### src/rtl/cpu_types_pkg.sv
// Shared types for the MIPS datapath: machine word, HALT opcode and the
// fetch-stage state encoding.
package cpu_types_pkg;

  typedef logic [31:0] word_t;

  localparam logic [5:0] HALT_OPCODE = 6'b111111;
  localparam word_t      INSTR_BYTES = 32'd4;

  typedef enum logic [1:0] {
    IDLE   = 2'd0,
    REQ    = 2'd1,
    WAIT   = 2'd2,
    HALTED = 2'd3
  } fetch_state_t;

  // Word-align an address by dropping the byte-offset bits.
  function automatic word_t word_align(input word_t addr);
    return addr & ~32'd3;
  endfunction

endpackage

### src/rtl/fetch_unit_if.sv
// Fetch-stage bundle: instruction-memory port, decode-side buffer, redirect
// and halt controls, plus the FSM state for observation.
//
// Handshake: the decode buffer transfers on a cycle where instr_valid and
// instr_ready are both 1 at the rising clock edge; while instr_valid=1 and
// instr_ready=0 the buffer (instr, instr_pc, instr_npc, instr_valid) holds
// stable unless a redirect or halt flushes it.
interface fetch_unit_if;
  import cpu_types_pkg::*;

  logic         imemREN;
  word_t        imemaddr;
  logic         ihit;
  word_t        imemload;
  word_t        instr;
  word_t        instr_pc;
  word_t        instr_npc;
  logic         instr_valid;
  logic         instr_ready;
  logic         redirect;
  word_t        redirect_addr;
  logic         halt;
  logic         halted;
  fetch_state_t state;

  modport master (
    output imemREN, imemaddr, instr, instr_pc, instr_npc, instr_valid,
           halted, state,
    input  ihit, imemload, instr_ready, redirect, redirect_addr, halt
  );

  modport slave (
    input  imemREN, imemaddr, instr, instr_pc, instr_npc, instr_valid,
           halted, state,
    output ihit, imemload, instr_ready, redirect, redirect_addr, halt
  );

endinterface

### src/rtl/fetch_unit.sv
// Instruction fetch stage: owns the PC, issues instruction-memory reads and
// holds one fetched word for decode; accepts redirects and stops on halt.
module fetch_unit
  import cpu_types_pkg::*;
#(
  parameter word_t PC_INIT = 32'h0000_0000
) (
  input  logic          CLK,
  input  logic          nRST,
  fetch_unit_if.master  fif
);

  fetch_state_t state, next_state;
  word_t        pc, pc_next;
  word_t        instr_q, instr_pc_q, instr_npc_q;
  logic         valid_q;
  logic         buf_load, buf_clear;
  logic         buf_free;

  assign buf_free = !valid_q || fif.instr_ready;

  always_ff @(posedge CLK or negedge nRST) begin
    if (!nRST) begin
      state <= IDLE;
      pc    <= PC_INIT;
    end else begin
      state <= next_state;
      pc    <= pc_next;
    end
  end

  // Priority: halt over redirect over normal fetch/consume.
  always_comb begin
    next_state = state;
    pc_next    = pc;
    buf_load   = 1'b0;
    buf_clear  = 1'b0;
    if (fif.halt) begin
      next_state = HALTED;
      buf_clear  = 1'b1;
    end else if (state == HALTED) begin
      next_state = HALTED;
    end else if (fif.redirect) begin
      next_state = REQ;
      pc_next    = word_align(fif.redirect_addr);
      buf_clear  = 1'b1;
    end else begin
      case (state)
        IDLE: next_state = REQ;
        REQ: begin
          if (fif.ihit && buf_free) begin
            buf_load = 1'b1;
            pc_next  = pc + INSTR_BYTES;
          end else if (valid_q && !fif.instr_ready) begin
            // A response arriving now is dropped; the same PC is refetched.
            next_state = WAIT;
          end else if (valid_q && fif.instr_ready) begin
            buf_clear = 1'b1;
          end
        end
        WAIT: begin
          if (valid_q && fif.instr_ready) begin
            buf_clear  = 1'b1;
            next_state = REQ;
          end else if (!valid_q) begin
            next_state = REQ;
          end
        end
        default: next_state = IDLE;
      endcase
    end
  end

  always_ff @(posedge CLK or negedge nRST) begin
    if (!nRST) begin
      instr_q     <= '0;
      instr_pc_q  <= '0;
      instr_npc_q <= INSTR_BYTES;
      valid_q     <= 1'b0;
    end else if (buf_load) begin
      instr_q     <= fif.imemload;
      instr_pc_q  <= pc;
      instr_npc_q <= pc + INSTR_BYTES;
      valid_q     <= 1'b1;
    end else if (buf_clear) begin
      valid_q     <= 1'b0;
    end
  end

  // Memory-side outputs depend only on registered state and PC.
  assign fif.imemREN     = (state == REQ);
  assign fif.imemaddr    = pc;
  assign fif.halted      = (state == HALTED);
  assign fif.state       = state;
  assign fif.instr       = instr_q;
  assign fif.instr_pc    = instr_pc_q;
  assign fif.instr_npc   = instr_npc_q;
  assign fif.instr_valid = valid_q;

endmodule
### src/flat_wrapper.sv
// flat-port wrapper written by rule: the top's interface ports become plain ports
module fetch_unit_flat import cpu_types_pkg::*;
#(
  parameter word_t PC_INIT = 32'h0000_0000
)
  (CLK, nRST, fif_imemREN, fif_imemaddr, fif_instr, fif_instr_pc, fif_instr_npc, fif_instr_valid, fif_halted, fif_state, fif_ihit, fif_imemload, fif_instr_ready, fif_redirect, fif_redirect_addr, fif_halt);
  fetch_unit_if fif_i ();
  input  logic CLK;
  input  logic nRST;
  output wire logic [$bits(fif_i.imemREN)-1:0] fif_imemREN;
  output wire logic [$bits(fif_i.imemaddr)-1:0] fif_imemaddr;
  output wire logic [$bits(fif_i.instr)-1:0] fif_instr;
  output wire logic [$bits(fif_i.instr_pc)-1:0] fif_instr_pc;
  output wire logic [$bits(fif_i.instr_npc)-1:0] fif_instr_npc;
  output wire logic [$bits(fif_i.instr_valid)-1:0] fif_instr_valid;
  output wire logic [$bits(fif_i.halted)-1:0] fif_halted;
  output wire logic [$bits(fif_i.state)-1:0] fif_state;
  input wire logic [$bits(fif_i.ihit)-1:0] fif_ihit;
  input wire logic [$bits(fif_i.imemload)-1:0] fif_imemload;
  input wire logic [$bits(fif_i.instr_ready)-1:0] fif_instr_ready;
  input wire logic [$bits(fif_i.redirect)-1:0] fif_redirect;
  input wire logic [$bits(fif_i.redirect_addr)-1:0] fif_redirect_addr;
  input wire logic [$bits(fif_i.halt)-1:0] fif_halt;
  assign fif_imemREN = fif_i.imemREN;
  assign fif_imemaddr = fif_i.imemaddr;
  assign fif_instr = fif_i.instr;
  assign fif_instr_pc = fif_i.instr_pc;
  assign fif_instr_npc = fif_i.instr_npc;
  assign fif_instr_valid = fif_i.instr_valid;
  assign fif_halted = fif_i.halted;
  assign fif_state = fif_i.state;
  assign fif_i.ihit = fif_ihit;
  assign fif_i.imemload = fif_imemload;
  assign fif_i.instr_ready = fif_instr_ready;
  assign fif_i.redirect = fif_redirect;
  assign fif_i.redirect_addr = fif_redirect_addr;
  assign fif_i.halt = fif_halt;
  fetch_unit #(.PC_INIT(PC_INIT)) u_core (.CLK(CLK), .nRST(nRST), .fif(fif_i));
endmodule
### config.mk
export PLATFORM = sky130hd
export DESIGN_NAME = fetch_unit_flat
export DESIGN_NICKNAME = d
export VERILOG_FILES = /design/src/rtl/cpu_types_pkg.sv /design/src/rtl/fetch_unit_if.sv /design/src/rtl/fetch_unit.sv /design/src/flat_wrapper.sv
export SDC_FILE = /design/constraint.sdc
export NUM_CORES = 1
export LEC_CHECK = 0
export CAP_MARGIN = 40
export CORE_MARGIN = 3
export CORE_UTILIZATION = 42
export CTS_BUF_LIST = sky130_fd_sc_hd__clkbuf_16
export DETAILED_ROUTE_END_ITERATION = 10
export DONT_BUFFER_PORTS = 1
export PLACE_DENSITY = 0.53
export SETUP_SLACK_MARGIN = 0.5
export SLEW_MARGIN = 20
export SYNTH_ARGS = -nofsm -noshare
export SYNTH_HDL_FRONTEND = slang
export SYNTH_SLANG_ARGS = --single-unit
### constraint.sdc
create_clock -name CLK -period 6.3 [get_ports CLK]
set_clock_uncertainty 0.1 [all_clocks]
set_input_delay 0.63 -clock CLK [delete_from_list [all_inputs] [get_ports CLK]]
set_output_delay 0.63 -clock CLK [all_outputs]
set_load 0.05 [all_outputs]
* Word level (Yosys, flattened, before mapping)
Index checks and enable logic that the tools add are counted.
Storage, ports and cells: bits in registers 131, input bits 70, output and inout port bits 133, word-level logic and storage cells 52
Cells by class: add/subtract/negate cells 1, equality and inequality tests 6, mux-type cells 25, bitwise operators 2, reductions and logical operators 12
Operators with widths (count):
- $mux W32 | 3
- $add A32 B3 Y32 const B | 1
- $mux W2 | 7
- $mux W1 | 13
- $ne A6 B6 Y1 const B | 1
- $pmux W2 S3 | 1
- $reduce_bool A2 Y1 | 3
- $ne A5 B1 Y1 const B | 1
- $ne A5 B5 Y1 const B | 1
- $eq A2 B2 Y1 const B | 2
- $reduce_and A4 Y1 | 1
- $logic_and A1 B1 Y1 | 3
- $reduce_and A3 Y1 | 1
- $eq A2 B1 Y1 const B | 1
- $logic_not A1 Y1 | 2
- $logic_not A2 Y1 | 1
- $not A1 Y1 | 2
- $pmux W1 S2 | 1
- $logic_or A1 B1 Y1 | 1

* Logic depth before layout (Yosys ltp)
depth in word-level cells 10, mapped depth 9

* Worst setup path after synthesis
No wires, ideal clock.
path type flip-flop to flip-flop, from register u_core.state[0] (netlist: u_core.fif.state[0]), to register u_core.pc[20] (netlist: u_core.fif.imemaddr[20]), arrival 2656 ps, required time 6129 ps, setup slack 3473 ps, stages on the path, launching flop included 7, buffers on the path 1, cells stage by stage dfrtp_1 -> ha_1 -> nand2_1 -> or3_1 -> buf_2 -> or4_1 -> nand4_1
On the way: word-level cells in the longest chain between the ends 3, elaborated cells on any way between the ends 5, those cells by class 2 x eq/ne; 1 x bitwise; 2 x reduce/logical
RTL lines:
- start: declaration | RTL line fetch_unit.sv:13 | fetch_state_t state, next_state;
- start signal: assignment | RTL line fetch_unit.sv:27 | state <= next_state;
- $eq A2 B1 Y1
- net fif_imemREN | RTL line flat_wrapper.sv:10 | output wire logic [$bits(fif_i.imemREN)-1:0] fif_imemREN;
- $reduce_bool A2 Y1 (no source line)
- $reduce_and A4 Y1 (no source line)
- end signal: assignment | RTL line fetch_unit.sv:28 | pc <= pc_next;
- end: declaration | RTL line fetch_unit.sv:14 | word_t pc, pc_next;
The timed path passes the listed nets, and every way through them passes these cells. A chain may end at the register's enable or synchronous reset.

* Worst setup path after layout
from register u_core.state[0] (netlist: u_core.fif.state[0]), to register u_core.pc[21] (netlist: u_core.fif.imemaddr[21])
Same word-level chain as after synthesis.

==> results.txt <==
Nets -> 738
Hold Violations, Final -> 0
R2R Path End -> u_core.fif.imemaddr[21]
DP Area -> 6027 sq um
Maximum vdd drop -> 179.4 uV
Most common cell after layout, fill and taps aside -> nand2_1
Critical path class -> flip-flop to flip-flop
All-Layer GR Usage -> 21.61%
Area Overhead vs Synth -> 11.39%
Clk slew on worst S/H paths -> 0.05 ns
#FFs+latches synth -> 125
Largest family of logic cells by synthesized area -> simple AND/OR/NAND/NOR gates
Worst Tran Pin Value -> 0.8055 ns
Uppermost layer routed -> met4
DR pass1 iterations -> 4
Maximum root-to-sink buffer count -> 2
Ys flop type -> dfrtp_1
Minimum clock period -> 3.772 ns
Metal2 WL -> 8.025 mm
Worst Path Required -> 6.55 ns
Routed Antenna Nets -> 0
I/O pin total -> 203
P_leak -> 0.003124 uW
Synth Area in Adders -> 1.265%
Core box area -> 13510 sq um
Post-CTS setup buffer count -> 0
Met1 wire length -> 6.895 mm
Top cells by area, synth -> dfrtp_1 52%, nand2_1 14%, o21ai_0 4.1%
Crit share post-route -> 59.87%
Post-synthesis mux area share -> 0.3373%
Yosys cell types -> 50
Worst R2R Start -> u_core.fif.state[0]
CTS root buf -> clkbuf_16
Max Cap Viol -> 0
Met3 wire len -> 1.556 mm
CTS tree -> built
R2R setup slack -> 2.53 ns
Mean post-synth cell area -> 8.727 sq um
Number of synthesized flops with an enable pin -> 0
Global route overflow -> 0
Status -> finished, final reports clean
Hold Path Class -> input pin to async pin
Final setup vio count -> 0
N_diodes -> 0
RSZ-0062 raised after global routing -> no
# fillers -> 1303
Max H-tree Level -> 4
Multi-input gate area -> 2564 sq um
Cells after Synth -> 680
Wire per inst -> 19.59 um
Initial antenna violation count -> 0
Reg2reg path depth -> 8
Arrival time at the worst endpoint -> 4.02 ns
Later-pin clock latency in the skew report -> 0.41 ns
Max Transition Viols Final -> 0
Pwr per Cell Area -> 304.7 nW/um^2
Post-Synth XOR/XNOR Area -> 3.394%
DP HPWL -> 11.58 mm
CP Capture Type -> flip-flop
Iteration-0 DRC Markers -> 373
Ys async rst share -> 100.0%
DR vias -> 4703
Seq/Total Area, Yosys -> 52.73%
Pin count of the biggest net entering global routing -> 126
Vias in the first global route -> 4751
Critical Path Source Type -> flip-flop
Die Wd -> 124.9 um
Yosys top cell area share -> 52.29%
Sum of negative setup slack -> 0 ns
CP Max Fanout -> 51
GP Congestion -> 0.8014
DIE HEIGHT -> 124.9 um
Die area -> 15590 sq um
Post-route setup slack -> 2.528 ns
Post-Syn Area -> 5934 sq um
Pre-CTS WS -> 2.577 ns
Layout cells sized above 1 -> 5.944%
Yosys warning count -> 0
Register area -> 3129 sq um
Via/cell ratio -> 5.539
Max Clk Rate -> 265.1 MHz
Post-cts repair resize count -> 0
# port buffers -> 0
Slew HR -> 45.88%
Pwr Total -> 2014 uW
Routed wire length -> 16.63 mm
Cell taking the most area after synthesis -> dfrtp_1
Initial Utilization -> 43.94%
Most frequent cells in the layout -> 225 x nand2_1, 124 x dfrtp_1, 49 x o21ai_0
Clock Sinks -> 125
Std-Cell Rows -> 42
Global-route wire length before repair -> 26.92 mm
CTS Buf Count -> 17
Simple-Gate Fraction of Synth Area -> 25.32%
Compound-gate portion of the synthesized area -> 12.25%
Fin area -> 6610 sq um
DRC errors left -> 0
cells in the mapped netlist (2+ instances only):
cell and instances:
and3_1 10, nor4_1 6, inv_1 11, nand4_1 14
buf_2 8, nand3_1 27, o22ai_1 4, o311ai_0 3
o31ai_1 2, xnor2_1 15, or3_1 6, mux2i_1 2
a21oi_1 21, or4_1 3, nor2_1 23, xor2_1 8
o22a_1 4, o21a_1 3, o21ai_0 49, and4_1 6
a31oi_1 6, ha_1 6, a32oi_1 3, nand2_1 225
dfrtp_1 124, a22oi_1 4, clkbuf_1 35, a2bb2oi_1 7
nor3_1 11, o211ai_1 4, nor2b_1 2, and2_1 3
clkbuf_2 2, buf_4 7
flip-flops by register name, indices dropped and copies added, names as in the netlist:
| register | flops |
|---|---|
| u_core.fif.instr_npc | 30 |
| u_core.fif.imemaddr | 30 |
| u_core.fif.instr_pc | 30 |
| u_core.fif.instr_valid | 1 |
| u_core.fif.instr | 32 |
| u_core.fif.state | 2 |
timing repair:
item | 4_1_cts | 5_1_grt
hold buffers | 1 | 0
setup endpoints to repair | 0 | 0
hold endpoints to repair | 125 | 0
metrics by stage:
stage	hold WS, ns	util (%)	std cells
3_3_place_gp	0.2381	44.37	814
2_1_floorplan	0.2344	-	685
3_5_place_dp	0.2382	44.63	816
4_1_cts	0.1179	48.80	847
5_1_grt	0.1213	48.94	849
6_report	0.09220	48.94	849
per-layer routing:
| layer | up-vias | global-route usage (%) |
|---|---|---|
| met2 | 167 | 34.76 |
| met4 | 0 | 5.931 |
| met1 | 2267 | 27.23 |
| met5 | - | 0 |
| met3 | 10 | 8.491 |
| li1 | 2259 | - |
logic make-up after synthesis:
logic type,Yosys count
buf+inv,63
simple gates,342
mux,2
compound gates,118
fa+ha+maj,6
xor+xnor,23
flops,125
other cells,1
layout make-up:
| class | instances | area share [%] |
|---|---|---|
| inverters | 11 | 0.6246 |
| repair buffers | 10 | 1.817 |
| clock inverters | 13 | 1.666 |
| multi-input cells | 497 | 38.78 |
| clock buffers | 17 | 6.436 |
| flip-flops and latches | 125 | 47.34 |
| well taps | 176 | 3.331 |
report_power, final:
part / internal, uW / switching [uW]
sequential: 832 / 175
combinational: 45.4 / 62.5
clock: 564 / 335
worst max-delay path by stage:
stage / from / to / slack, ns / cells past startpoint
4_1_cts: u_core.fif.state[0] / u_core.fif.imemaddr[21] / 2.56 / 8
3_3_place_gp: u_core.fif.state[0] / u_core.fif.imemaddr[21] / 2.69 / 7
6_report: u_core.fif.state[0] / u_core.fif.imemaddr[21] / 2.53 / 8
2_1_floorplan: u_core.fif.state[0] / u_core.fif.imemaddr[20] / 3.47 / 6
3_5_place_dp: u_core.fif.state[0] / u_core.fif.imemaddr[21] / 2.58 / 8
5_1_grt: u_core.fif.state[0] / u_core.fif.imemaddr[21] / 2.44 / 8
worst max-delay path, cell delays in order, from the launching register on:
cell and delay (ns):
dfrtp_1 0.72, ha_1 0.74, nand2_1 0.28, or3_4 0.65
buf_12 0.27, buf_4 0.25, nor4_1 0.48, a31oi_1 0.08
nand3_1 0.10
(Power assumes the default switching activity.)
